$ cat config.mk
export PLATFORM = sky130hd
export DESIGN_NAME = wb_port_arbiter_flat
export DESIGN_NICKNAME = d
export VERILOG_FILES = /design/src/rtl/wb_port_arbiter_if.sv /design/src/rtl/wb_port_arbiter.sv /design/src/flat_wrapper.sv
export SDC_FILE = /design/constraint.sdc
export NUM_CORES = 1
export LEC_CHECK = 0
export ABC_AREA = 1
export BUFFER_PORTS_ARGS = -buffer_cell sky130_fd_sc_hd__buf_2
export CAP_MARGIN = 0
export CORE_UTILIZATION = 40
export CTS_CLUSTER_SIZE = 20
export DETAILED_ROUTE_END_ITERATION = 7
export PLACE_DENSITY = 0.84
export SKIP_LAST_GASP = 1
export SYNTH_ARGS = -nofsm -noshare
export SYNTH_HDL_FRONTEND = slang
export SYNTH_SLANG_ARGS = --single-unit
$ cat constraint.sdc
create_clock -name clk -period 4.1 [get_ports clk]
set_clock_uncertainty 0.1 [all_clocks]
set_input_delay 0.82 -clock clk [delete_from_list [all_inputs] [get_ports clk]]
set_output_delay 0.82 -clock clk [all_outputs]
set_load 0.01 [all_outputs]
$ cat src/rtl/wb_port_arbiter_if.sv
// Writeback request bus between the N writeback sources and the register-file write port.
// The slave side is the arbiter; the master side is the requesters plus the register file.
interface wb_port_arbiter_if #(
  parameter int N     = 3,
  parameter int CNT_W = 32
) ();
  logic [N-1:0]    req_valid;
  logic [N-1:0]    req_ready;
  logic [N*5-1:0]  req_reg;
  logic [N*64-1:0] req_data;
  logic            wb_hold;
  logic            regWrite;
  logic [4:0]      writeReg;
  logic [63:0]     writeData_R;
  logic            bypass_valid;
  logic [CNT_W-1:0] contention_cnt;

  modport slave (
    input  req_valid, req_reg, req_data, wb_hold,
    output req_ready, regWrite, writeReg, writeData_R, bypass_valid, contention_cnt
  );

  modport master (
    output req_valid, req_reg, req_data, wb_hold,
    input  req_ready, regWrite, writeReg, writeData_R, bypass_valid, contention_cnt
  );
endinterface

$ cat src/rtl/wb_port_arbiter.sv
// Round-robin arbiter sharing the single register-file write port among N writeback sources.
// The winning write is registered (latency 1) and doubles as a bypass source.
module wb_port_arbiter #(
  parameter int N     = 3,
  parameter int CNT_W = 32
) (
  input  logic               clk,
  input  logic               reset,
  wb_port_arbiter_if.slave   wb
);

  localparam int PTR_W = (N > 1) ? $clog2(N) : 1;

  function automatic logic [CNT_W-1:0] sat_inc(input logic [CNT_W-1:0] v);
    return (&v) ? v : v + CNT_W'(1);
  endfunction

  function automatic int unsigned popcount(input logic [N-1:0] v);
    int unsigned c;
    c = 0;
    for (int i = 0; i < N; i++) c += int'(v[i]);
    return c;
  endfunction

  logic [4:0]  reg_a  [N];
  logic [63:0] data_a [N];

  for (genvar gi = 0; gi < N; gi++) begin : g_unpack
    assign reg_a[gi]  = wb.req_reg[gi*5 +: 5];
    assign data_a[gi] = wb.req_data[gi*64 +: 64];
  end

  logic [PTR_W-1:0] ptr_q, ptr_d;
  logic             regWrite_q, regWrite_d;
  logic [4:0]       writeReg_q, writeReg_d;
  logic [63:0]      writeData_q, writeData_d;
  logic [CNT_W-1:0] cnt_q, cnt_d;

  logic [N-1:0]     grant;
  logic             hs;
  logic [PTR_W-1:0] win;

  // Grant: first valid requester scanning ptr, ptr+1, ... with wraparound
  always_comb begin
    int idx;
    logic [PTR_W-1:0] cand;
    grant = '0;
    hs    = 1'b0;
    win   = '0;
    idx   = 0;
    cand  = '0;
    if (!reset && !wb.wb_hold) begin
      for (int k = 0; k < N; k++) begin
        idx = int'(ptr_q) + k;
        if (idx >= N) idx -= N;
        cand = PTR_W'(idx);
        if (!hs && wb.req_valid[cand]) begin
          hs          = 1'b1;
          win         = cand;
          grant[cand] = 1'b1;
        end
      end
    end
  end

  always_comb begin
    ptr_d       = ptr_q;
    regWrite_d  = 1'b0;
    writeReg_d  = writeReg_q;
    writeData_d = writeData_q;
    cnt_d       = cnt_q;
    if (hs) begin
      ptr_d       = (int'(win) == N - 1) ? '0 : win + PTR_W'(1);
      writeReg_d  = reg_a[win];
      writeData_d = data_a[win];
      // x0 writes consume the slot but never reach the register file
      regWrite_d  = (reg_a[win] != 5'd0);
    end
    if (!reset && !wb.wb_hold && popcount(wb.req_valid) >= 2)
      cnt_d = sat_inc(cnt_q);
  end

  always_ff @(posedge clk) begin
    if (reset) begin
      ptr_q       <= '0;
      regWrite_q  <= 1'b0;
      writeReg_q  <= '0;
      writeData_q <= '0;
      cnt_q       <= '0;
    end else begin
      ptr_q       <= ptr_d;
      regWrite_q  <= regWrite_d;
      writeReg_q  <= writeReg_d;
      writeData_q <= writeData_d;
      cnt_q       <= cnt_d;
    end
  end

  assign wb.req_ready      = grant;
  assign wb.regWrite       = regWrite_q;
  assign wb.bypass_valid   = regWrite_q;
  assign wb.writeReg       = writeReg_q;
  assign wb.writeData_R    = writeData_q;
  assign wb.contention_cnt = cnt_q;

endmodule

$ cat src/flat_wrapper.sv
// flat-port wrapper written by rule: the top's interface ports become plain ports
module wb_port_arbiter_flat 
#(
  parameter int N     = 3,
  parameter int CNT_W = 32
)
  (clk, reset, wb_req_valid, wb_req_reg, wb_req_data, wb_wb_hold, wb_req_ready, wb_regWrite, wb_writeReg, wb_writeData_R, wb_bypass_valid, wb_contention_cnt);
  wb_port_arbiter_if #(.N(N), .CNT_W(CNT_W)) wb_i ();
  input  logic clk;
  input  logic reset;
  input wire logic [$bits(wb_i.req_valid)-1:0] wb_req_valid;
  input wire logic [$bits(wb_i.req_reg)-1:0] wb_req_reg;
  input wire logic [$bits(wb_i.req_data)-1:0] wb_req_data;
  input wire logic [$bits(wb_i.wb_hold)-1:0] wb_wb_hold;
  output wire logic [$bits(wb_i.req_ready)-1:0] wb_req_ready;
  output wire logic [$bits(wb_i.regWrite)-1:0] wb_regWrite;
  output wire logic [$bits(wb_i.writeReg)-1:0] wb_writeReg;
  output wire logic [$bits(wb_i.writeData_R)-1:0] wb_writeData_R;
  output wire logic [$bits(wb_i.bypass_valid)-1:0] wb_bypass_valid;
  output wire logic [$bits(wb_i.contention_cnt)-1:0] wb_contention_cnt;
  assign wb_i.req_valid = wb_req_valid;
  assign wb_i.req_reg = wb_req_reg;
  assign wb_i.req_data = wb_req_data;
  assign wb_i.wb_hold = wb_wb_hold;
  assign wb_req_ready = wb_i.req_ready;
  assign wb_regWrite = wb_i.regWrite;
  assign wb_writeReg = wb_i.writeReg;
  assign wb_writeData_R = wb_i.writeData_R;
  assign wb_bypass_valid = wb_i.bypass_valid;
  assign wb_contention_cnt = wb_i.contention_cnt;
  wb_port_arbiter #(.N(N), .CNT_W(CNT_W)) u_core (.clk(clk), .reset(reset), .wb(wb_i));
endmodule
=== Word level (Yosys, flattened, before mapping) ===
Index checks and enable logic that the tools add are counted.

* Output and inout port bits: 106
* Input port bits: 213
* Register bits: 104

* Equality and inequality tests: 1
* Mux-type cells: 41
* Bitwise logic cells: 5
* $lt $le $gt $ge: 11
* Add/subtract/negate cells: 9
* Reduce and logical (&&, ||, !) cells: 15

{| class="wikitable"
|+ Operators with widths
! operator !! number
|-
| 64-bit binary-select mux with 2-bit select || 1
|-
| 64-bit 2-to-1 mux || 2
|-
| 32-bit by 1-bit adder with 32-bit output || 1
|-
| 32-bit by 1-bit adder with 32-bit output (second input constant) || 1
|-
| 32-bit by 2-bit >= comparator with 1-bit output (second input constant) || 1
|-
| 32-bit AND reduction || 1
|-
| 2-bit 2-to-1 mux || 11
|-
| 3-bit 2-to-1 mux || 6
|-
| 1-bit 2-to-1 mux || 12
|-
| 5-bit binary-select mux with 2-bit select || 1
|-
| 5-bit 2-to-1 mux || 2
|-
| 2-bit by 3-bit < comparator with 1-bit output (second input constant) || 3
|-
| 1-bit logical AND || 7
|-
| 1-bit binary-select mux with 2-bit select || 3
|-
| 1-bit demux with 2-bit select || 3
|-
| 2-bit by 1-bit >= comparator with 1-bit output (second input constant) || 3
|-
| 3-bit by 2-bit >= comparator with 1-bit output (second input constant) || 2
|-
| 3-bit bitwise OR || 2
|-
| 5-bit nonzero test || 1
|-
| 1-bit zero test || 4
|-
| 2-bit by 1-bit subtractor with 2-bit output (second input constant) || 2
|-
| 2-bit by 1-bit adder with 3-bit output (second input constant) || 1
|-
| 2-bit by 2-bit adder with 3-bit output (second input constant) || 1
|-
| 3-bit >= comparator (second input constant) || 1
|-
| 9 further kinds || 10
|}

=== Depth between registers and ports, before layout ===
Gate-level depths: netlist of run 1.

* Depth in word-level cells: 20
* Gate-level depth with buffers: 19

=== Least setup slack after synthesis of run 1 ===
Ideal clock, no wire load.

* Path kind: input to output
* Start point: input port wb_req_valid[1]
* End point: output port wb_req_ready[1]
* Data arrival time: 1592 ps
* Setup slack: 1588 ps
* Data required time: 3180 ps
* Cell stages on the path: 9
* Cells stage by stage: inv_1 -> nand2_1 -> nand3_1 -> nand2_2 -> nor2_4 -> nand2_1 -> inv_1 -> nand2_1 -> a31oi_1

* Cells in the longest elaborated chain, start to end: 12

{| class="wikitable"
|+ RTL lines
! item !! RTL line !! source
|-
| start: declaration || flat_wrapper.sv:11 || <nowiki>input wire logic [$bits(wb_i.req_valid)-1:0] wb_req_valid;</nowiki>
|-
| 1-bit binary-select mux with 2-bit select || wb_port_arbiter.sv:57 || <nowiki>if (!hs && wb.req_valid[cand]) begin</nowiki>
|-
| 1-bit 2-to-1 mux (implied by the code) || wb_port_arbiter.sv:57 ||
|-
| 1-bit 2-to-1 mux || wb_port_arbiter.sv:57 ||
|-
| 1-bit 2-to-1 mux || wb_port_arbiter.sv:52 || <nowiki>if (!reset && !wb.wb_hold) begin</nowiki>
|-
| 1-bit zero test || wb_port_arbiter.sv:57 ||
|-
| 1-bit logical AND || wb_port_arbiter.sv:57 ||
|-
| 1-bit 2-to-1 mux || wb_port_arbiter.sv:57 ||
|-
| 1-bit 2-to-1 mux || wb_port_arbiter.sv:52 ||
|-
| 1-bit zero test || wb_port_arbiter.sv:57 ||
|-
| 1-bit logical AND || wb_port_arbiter.sv:57 ||
|-
| 3-bit 2-to-1 mux (*) || wb_port_arbiter.sv:57 ||
|-
| 3-bit 2-to-1 mux (*) || wb_port_arbiter.sv:52 ||
|-
| end: declaration || flat_wrapper.sv:15 || <nowiki>output wire logic [$bits(wb_i.req_ready)-1:0] wb_req_ready;</nowiki>
|}

Mark *: on every way between the ends. The rest lies on a longest branch, timed or not. The select of a mux whose other input is x is not followed.

=== Final worst setup path of run 1 ===
* Start point: register u_core.ptr_q[0]
* End point: output port wb_req_ready[1]

* Cells in the longest elaborated chain, start to end: 15

{| class="wikitable"
|+ RTL lines
! item !! RTL line !! source
|-
| start: declaration || wb_port_arbiter.sv:33 || <nowiki>logic [PTR_W-1:0] ptr_q, ptr_d;</nowiki>
|-
| start signal: assignment || wb_port_arbiter.sv:91 || <nowiki>ptr_q <= ptr_d;</nowiki>
|-
| parallel branches: the longest is 13 deep, another holds 2-bit by 1-bit adder with 3-bit output || n/a ||
|-
| 3-bit 2-to-1 mux (*) || wb_port_arbiter.sv:57 ||
|-
| 3-bit 2-to-1 mux (*) || wb_port_arbiter.sv:52 ||
|}

Every way passes the cells marked *. The select of a mux whose other input is x is not followed.

==> impl_metrics.ini, run 1 <==
[power]
power_leakage_nw = 3.44
power.density_nw_per_um2 = 372
worst_ir_drop_vdd_uv = 207
post-layout-total-power_mw = 2.89

[sta]
timing.setup.tns_ns = 0
period_minus_slack_ns = 3.16
timing.final.max_slew_violations = 0
final-setup-viol-count = 0
hold_slack_ns = 0.386
finalHoldViolations = 0
slew-limit-headroom_pct = 28.7
period_share_pct = 77.2
fmax_ghz = 0.316
worst-slew-pin-transition_ns = 1.07
grt_setup_unrepaired = false

[cts]
root_buffer = sky130_fd_sc_hd__clkbuf_16
postCtsSetupRepairBufs = 0
postCtsResizedCells = 0
clock_tree.htree_level_count = 3
clk_transition_reported_paths_ns = 0.07
numClockSinks = 104
worstSkewPairLatency_ns = 0.35
cts.path.max_buffers = 2
cts_hold_repair.buffers = 0
tritoncts.num_buffers = 9
tritoncts = built

[drt]
wl_met1_um = 8070
met2_length_um = 10500
routedWlPerCell_um = 16.2
detail_route.first_pass.iterations = 7
met3_length_um = 1870
wl_um = 21200
route.top_layer_used = met5
dr.first_iter.drc_count = 494
remaining_drc_errors = 0
detailroute.via_count = 7078
detail-route-antenna-nets = 0
viasPerCell = 5.39

[grt]
antenna_found_initial = 1
grt_overflow = 0
grt_first_pass_wirelength_um = 31600
grt_start_max_net_pins = 61
first_global_vias = 6279
track_usage_pct = 27.1

[synthesis]
post_synthesis_net_count = 1062
syn_inst = 843
synth_largest_area_cell = sky130_fd_sc_hd__dfxtp_1
ys_seq_elements = 104
share_of_the_yosys_chip_area_belonging_to_registers_pct = 35.5
post_synth_top_area_share_pct = 35.5
synthesis.area_um2 = 5860
syn_avg_cell_area_um2 = 6.96
synthesis.yosys.warnings = 0
synthTopCellsByArea = sky130_fd_sc_hd__dfxtp_1 36%, sky130_fd_sc_hd__nand2_1 11%, sky130_fd_sc_hd__a31oi_1 7.4%
ys_types = 42

[setup_path]
rrSetupSlack_ns = 1.13
path_class = flop to output pin
worst_setup_path_start_kind = flop
crit_path_top_delay_cell = sky130_fd_sc_hd__dfxtp_1
timing.critical_path.cells = inv_1, ha_1, inv_1, nand2_1, nand3_1, nand2_2, nor2_4, nand2_1, inv_1, nand2_1, a31oi_1, buf_2
critPathMaxFanout = 5
critPathMaxStageDelay_ns = 0.39
worst_setup_path_startpoint = u_core.ptr_q[0]$_SDFFE_PP0P_
critical_path_arrival_ns = 2.24
reg2reg_to = u_core.wb.writeData_R[13]$_SDFFE_PP0P_
r2r.worst_path.cells = 14
setup.worst_path.end_class = output pin
worst_ep_required_time_ns = 3.18
r2r-start = u_core.ptr_q[0]$_SDFFE_PP0P_

[cells_and_area]
final_common_cell = sky130_fd_sc_hd__buf_2
fillCellCount = 1407
final_core_util_pct = 55.1
mostFrequentLayoutCells = 318 x sky130_fd_sc_hd__buf_2, 172 x sky130_fd_sc_hd__nand2_1, 104 x sky130_fd_sc_hd__dfxtp_1
fin_area_um2 = 7770
finish.net_count = 1347
layout-area-overhead-vs-synth_pct = 32.6
drive_gt1_share_pct = 32.3

[place]
hpwl_um = 15700
dpl-instance-area_um2 = 7450
place_congestion = 0.924
port_buffers = 318

[status]
status = complete, no violations

[floorplan]
row_count = 43
chipHeight_um = 123
floorplan.io_pins = 319
floorplan_die_area_um2 = 15100
core_region_area_um2 = 14100
initial_cell_density_of_the_core_pct = 41.6
dieWidth_um = 123

[worst_hold_path]
hold-path-endpoint = u_core.wb.writeData_R[2]$_SDFFE_PP0P_
min-delay-start = u_core.wb.writeData_R[2]$_SDFFE_PP0P_
hold-path-cell-count = 2
worst_hold_path_type = flop to flop

[run]
count_of_max_cap_constraint_violations = 0
-- flip-flops by register name, indices dropped and copies added (netlist names) --
register                  count
u_core.ptr_q                  2
u_core.wb.bypass_valid        1
u_core.wb.contention_cnt     32
u_core.wb.writeData_R        64
u_core.wb.writeReg            5
-- critical path, delay by kind of cell (launching register included) --
kind                       cells  cell delay (ns)
DFF                            1             0.39
AOI/OAI and AO/OA              1             0.17
and+or+nand+nor                6             0.52
adders and majority gates      1             0.36
buffers and inverters          4             0.47
-- cells by family (layout without fill, tap and decap cells) --
group	count (synthesis)	count (layout)	synth area share, %
other	0	1	0
xor gates and xnor gates	5	5	0.747
and+or+nand+nor	315	315	25.7
AOI/OAI and AO/OA	264	264	25.5
DFF	104	104	35.5
buffers and inverters	149	439	11.3
adders and majority gates	6	6	1.28
-- per-layer routing --
| layer | track usage, % | up-vias |
|---|---|---|
| li1 | - | 3444 |
| met1 | 31.7 | 3231 |
| met2 | 46.7 | 349 |
| met3 | 6.73 | 52 |
| met4 | 11.7 | 2 |
| met5 | 0 | - |
-- layout make-up --
cell class	count	area, µm²	share of cell area (%)
antenna	1	2.50	0.0322
clock buffer	11	253	3.25
clock inverter	5	62.6	0.805
inverter	98	370	4.76
multi-input combinational	590	3120	40.1
sequential	104	2080	26.8
tap	180	225	2.90
timing repair buffer	325	1660	21.3
-- power by group --
| group | switching, mW | internal (mW) | total, mW | leakage, nW |
|---|---|---|---|---|
| combinational | 0.487 | 0.313 | 0.799 | 2.44 |
| clock | 0.403 | 0.511 | 0.913 | 0.148 |
| sequential | 0.0590 | 1.12 | 1.18 | 0.854 |
-- worst max-delay path by stage --
stage	to	slack (ns)	cells past startpoint
CTS	wb_req_ready[1]	0.92	12
global placement	u_core.wb.bypass_valid$_SDFF_PP0_	1.13	18
floorplan	wb_req_ready[1]	1.59	9
detailed placement	u_core.wb.writeData_R[11]$_SDFFE_PP0P_	1.09	13
global route	wb_req_ready[1]	0.74	12
finish	wb_req_ready[1]	0.94	12
-- synthesized netlist by cell type (all sizes together) --
cell / count
a211oi: 1
a21oi: 62
a31oi: 69
and3: 2
buf: 23
clkbuf: 28
clkinv: 2
dfxtp: 104
ha: 6
inv: 96
nand2: 177
nand3: 32
nand3b: 1
nand4: 11
nor2: 33
nor3: 20
nor3b: 3
nor4: 7
o211ai: 29
o21a: 2
o21ai: 98
o21bai: 2
o31ai: 1
or2: 29
xnor2: 2
xor2: 3
-- metrics by stage --
step / instances / setup slack (ns)
after floorplan: 843 / 1.59
after global placement: 1297 / 1.13
after detailed placement: 1297 / 1.09
after CTS: 1313 / 0.918
after global routing: 1313 / 0.742
final: 1314 / 0.937
(Power assumes the default switching activity.)
==> inputs of run 2 (changes only) <==
- ABC_AREA: 1 -> 0
- CORE_ASPECT_RATIO: default -> 2
- PLACE_DENSITY: 0.84 -> 0.87
- clock period: 4.1 -> 2.9 ns (I/O delays scaled with it)
==> run 2 against run 1 <==
Effect of this change:
- combinational power decreased by 2%
- sequential share of layout area is 0.80 points lower
- cell area rose by 3.2%
- total power rose by 23%
- register-to-register slack worse by 0.88 ns
- critical endpoint is now wb_req_ready[0]
- largest cell class unchanged
- largest power group unchanged
==> impl_metrics.ini, run 2 <==
[setup_path]
path_class = flop to output pin
critical_path_arrival_ns = 2.07
r2r-start = u_core.ptr_q[0]$_SDFFE_PP0P_
critPathMaxStageDelay_ns = 0.35
setup.worst_path.end_class = output pin
timing.critical_path.cells = inv_2, ha_4, buf_4, inv_1, nor4b_1, a31oi_1, o21ai_2, a222oi_1, nor2_1, buf_2
critical_path_buf_inv_count = 4
critical-path-top-delay-family = compound AO/OA/AOI/OAI gates
rrSetupSlack_ns = 0.25
crit_path_top_delay_cell = sky130_fd_sc_hd__dfxtp_2
critPathMaxFanout = 10
worst_setup_path_start_kind = flop
worst_ep_required_time_ns = 2.22
worst_setup_path_startpoint = u_core.ptr_q[0]$_SDFFE_PP0P_

[sta]
timing.setup.tns_ns = 0
hold_slack_ns = 0.370
timing.final.max_slew_violations = 0
grt_setup_unrepaired = false
finalHoldViolations = 0
period_minus_slack_ns = 2.75
worst-slew-pin-transition_ns = 0.685
period_share_pct = 94.9
layout_setup_ws_ns = 0.148
slew-limit-headroom_pct = 54.3
fmax_ghz = 0.363
final-setup-viol-count = 0

[power]
share_comb_of_total_power_pct = 21.9
post-layout-total-power_mw = 3.56
power.density_nw_per_um2 = 444
switching_share_pct = 29.7
p_clk_share_pct = 33.7
seq_power_share_pct = 44.4
power_leakage_nw = 3.77
worst_ir_drop_vdd_uv = 267
power.internal_mw = 2.50
net-switching-power_mw = 1.06

[floorplan]
floorplan.io_pins = 319
dieWidth_um = 88.1
chipHeight_um = 174
initial_cell_density_of_the_core_pct = 41.1
core_region_area_um2 = 14400
floorplan_die_area_um2 = 15300
row_count = 62

[cells_and_area]
fin_area_um2 = 8020
finish.net_count = 1207
final_common_cell = sky130_fd_sc_hd__buf_2
layout-area-overhead-vs-synth_pct = 35.3
drive_gt1_share_pct = 42.1
mostFrequentLayoutCells = 318 x sky130_fd_sc_hd__buf_2, 102 x sky130_fd_sc_hd__dfxtp_1, 88 x sky130_fd_sc_hd__nand2_1
final-instance-count-excl-fill = 1185
largest_register_ff_count = 64
fillCellCount = 1318
antenna_cells_inserted = 0
final_core_util_pct = 55.6

[synthesis]
share_of_the_yosys_chip_area_belonging_to_registers_pct = 35.1
asyncSetResetFlopFracSynth_pct = 0
synth_enable_flop_cells = 0
post_synth_top_area_share_pct = 35.1
synthTopCellsByCount = 104 x sky130_fd_sc_hd__dfxtp_1, 88 x sky130_fd_sc_hd__nand2_1, 78 x sky130_fd_sc_hd__nor2_1, 44 x sky130_fd_sc_hd__mux2i_1
ys_types = 54
syn_inst = 688
syn_avg_cell_area_um2 = 8.62
yosys.cell_count.top_type = sky130_fd_sc_hd__dfxtp_1
synth_flop_cell = sky130_fd_sc_hd__dfxtp_1
synthesis.yosys.warnings = 0
ys_seq_elements = 104
post_synthesis_net_count = 907
synth_largest_area_cell = sky130_fd_sc_hd__dfxtp_1
synthesis.area_um2 = 5930
synthTopCellsByArea = sky130_fd_sc_hd__dfxtp_1 35%, sky130_fd_sc_hd__mux2i_1 7.4%, sky130_fd_sc_hd__a211o_1 5.6%

[drt]
detailroute.via_count = 6352
dr.first_iter.drc_count = 202
detail-route-antenna-nets = 0
remaining_drc_errors = 0
viasPerCell = 5.36
routedWlPerCell_um = 16.3
wl_um = 19300
detail_route.first_pass.iterations = 5

[cts]
clk_transition_reported_paths_ns = 0.07
worstSkewPairLatency_ns = 0.35
cts.path.max_buffers = 2
root_buffer = sky130_fd_sc_hd__clkbuf_16
numClockSinks = 104
tritoncts.num_buffers = 9
tritoncts = built
cts_hold_repair.buffers = 0
clock_tree.htree_level_count = 3

[place]
place_congestion = 0.918
pre_cts_ws_ns = 0.173
place_inst = 1167
dpl-instance-area_um2 = 7680
hpwl_um = 14600
port_buffers = 318

[grt]
antenna_found_initial = 0
first_global_vias = 6118
grt_start_max_net_pins = 65
grt_overflow = 0
track_usage_pct = 23.9
grt_first_pass_wirelength_um = 28700

[worst_hold_path]
min-delay-start = u_core.wb.writeData_R[3]$_SDFFE_PP0P_
worst_hold_path_type = flop to flop

[status]
status = complete, no violations

[run]
count_of_max_cap_constraint_violations = 0
-- run 2: changes by cell type in the layout (fill, tap and decap cells not counted), sizes merged, moves of 38 or more --
cell	change
nand3b	+38
mux2i	+44
o21ai	-91
nand2	-89
nor2	+47
a211o	+38
a31oi	-67
inv	-89
-- run 2: power groups by stage --
| stage | Sequential [mW] | Clock (mW) | Combinational [mW] |
|---|---|---|---|
| after floorplan | 1.65 | 0 | 0.381 |
| after global placement | 1.61 | 0 | 0.739 |
| after detailed placement | 1.61 | 0 | 0.756 |
| after CTS | 1.58 | 1.24 | 0.764 |
| after global routing | 1.59 | 1.28 | 0.850 |
| final | 1.58 | 1.20 | 0.780 |
-- run 2: worst paths after layout --
path | endpoint | cells past startpoint
worst min-delay path | u_core.wb.writeData_R[3]$_SDFFE_PP0P_ | 2
worst max register to register | u_core.wb.writeData_R[17]$_SDFFE_PP0P_ | 10
worst max-delay path | wb_req_ready[0] | 10
worst min register to register | u_core.wb.writeData_R[3]$_SDFFE_PP0P_ | 2
-- run 2: logic make-up (layout without fill, tap and decap cells) --
logic type	Yosys count	count (layout)	share of synthesized area [%]
and+or+nand+nor	285	285	24.4
buffers and inverters	62	367	5.55
AOI/OAI and AO/OA	130	130	16.6
DFF	104	104	35.1
xor gates and xnor gates	28	28	4.14
adders and majority gates	7	7	1.46
muxes	72	72	12.7
-- run 2: routing by layer --
metal	GRT usage, %	share of wire [%]	routed length [µm]
met5	0	0	0
met4	14.0	4.7	901
met3	5.37	6.8	1310
met2	44.5	53	10300
met1	23.1	35	6800
-- run 2: cell type report --
cell class / instances / area (µm²) / share of cell area, %
clock buffers: 9 / 225 / 2.81
clock inverters: 7 / 66.3 / 0.827
inverters: 7 / 26.3 / 0.328
multi-input cells: 522 / 3570 / 44.5
flip-flops and latches: 104 / 2080 / 26.0
well taps: 192 / 240 / 2.99
repair buffers: 344 / 1810 / 22.6
-- run 2: what timing repair did --
item	in CTS	in global routing
pin swaps	2	2
gates resized for setup	7	6
setup buffers	0	3
setup endpoints to repair	3	2
-- run 2: tightest hold or removal path, delay by kind of cell (launching register included) --
family,cells,cell delay (ns)
flops,1,0.31
simple gates,2,0.12
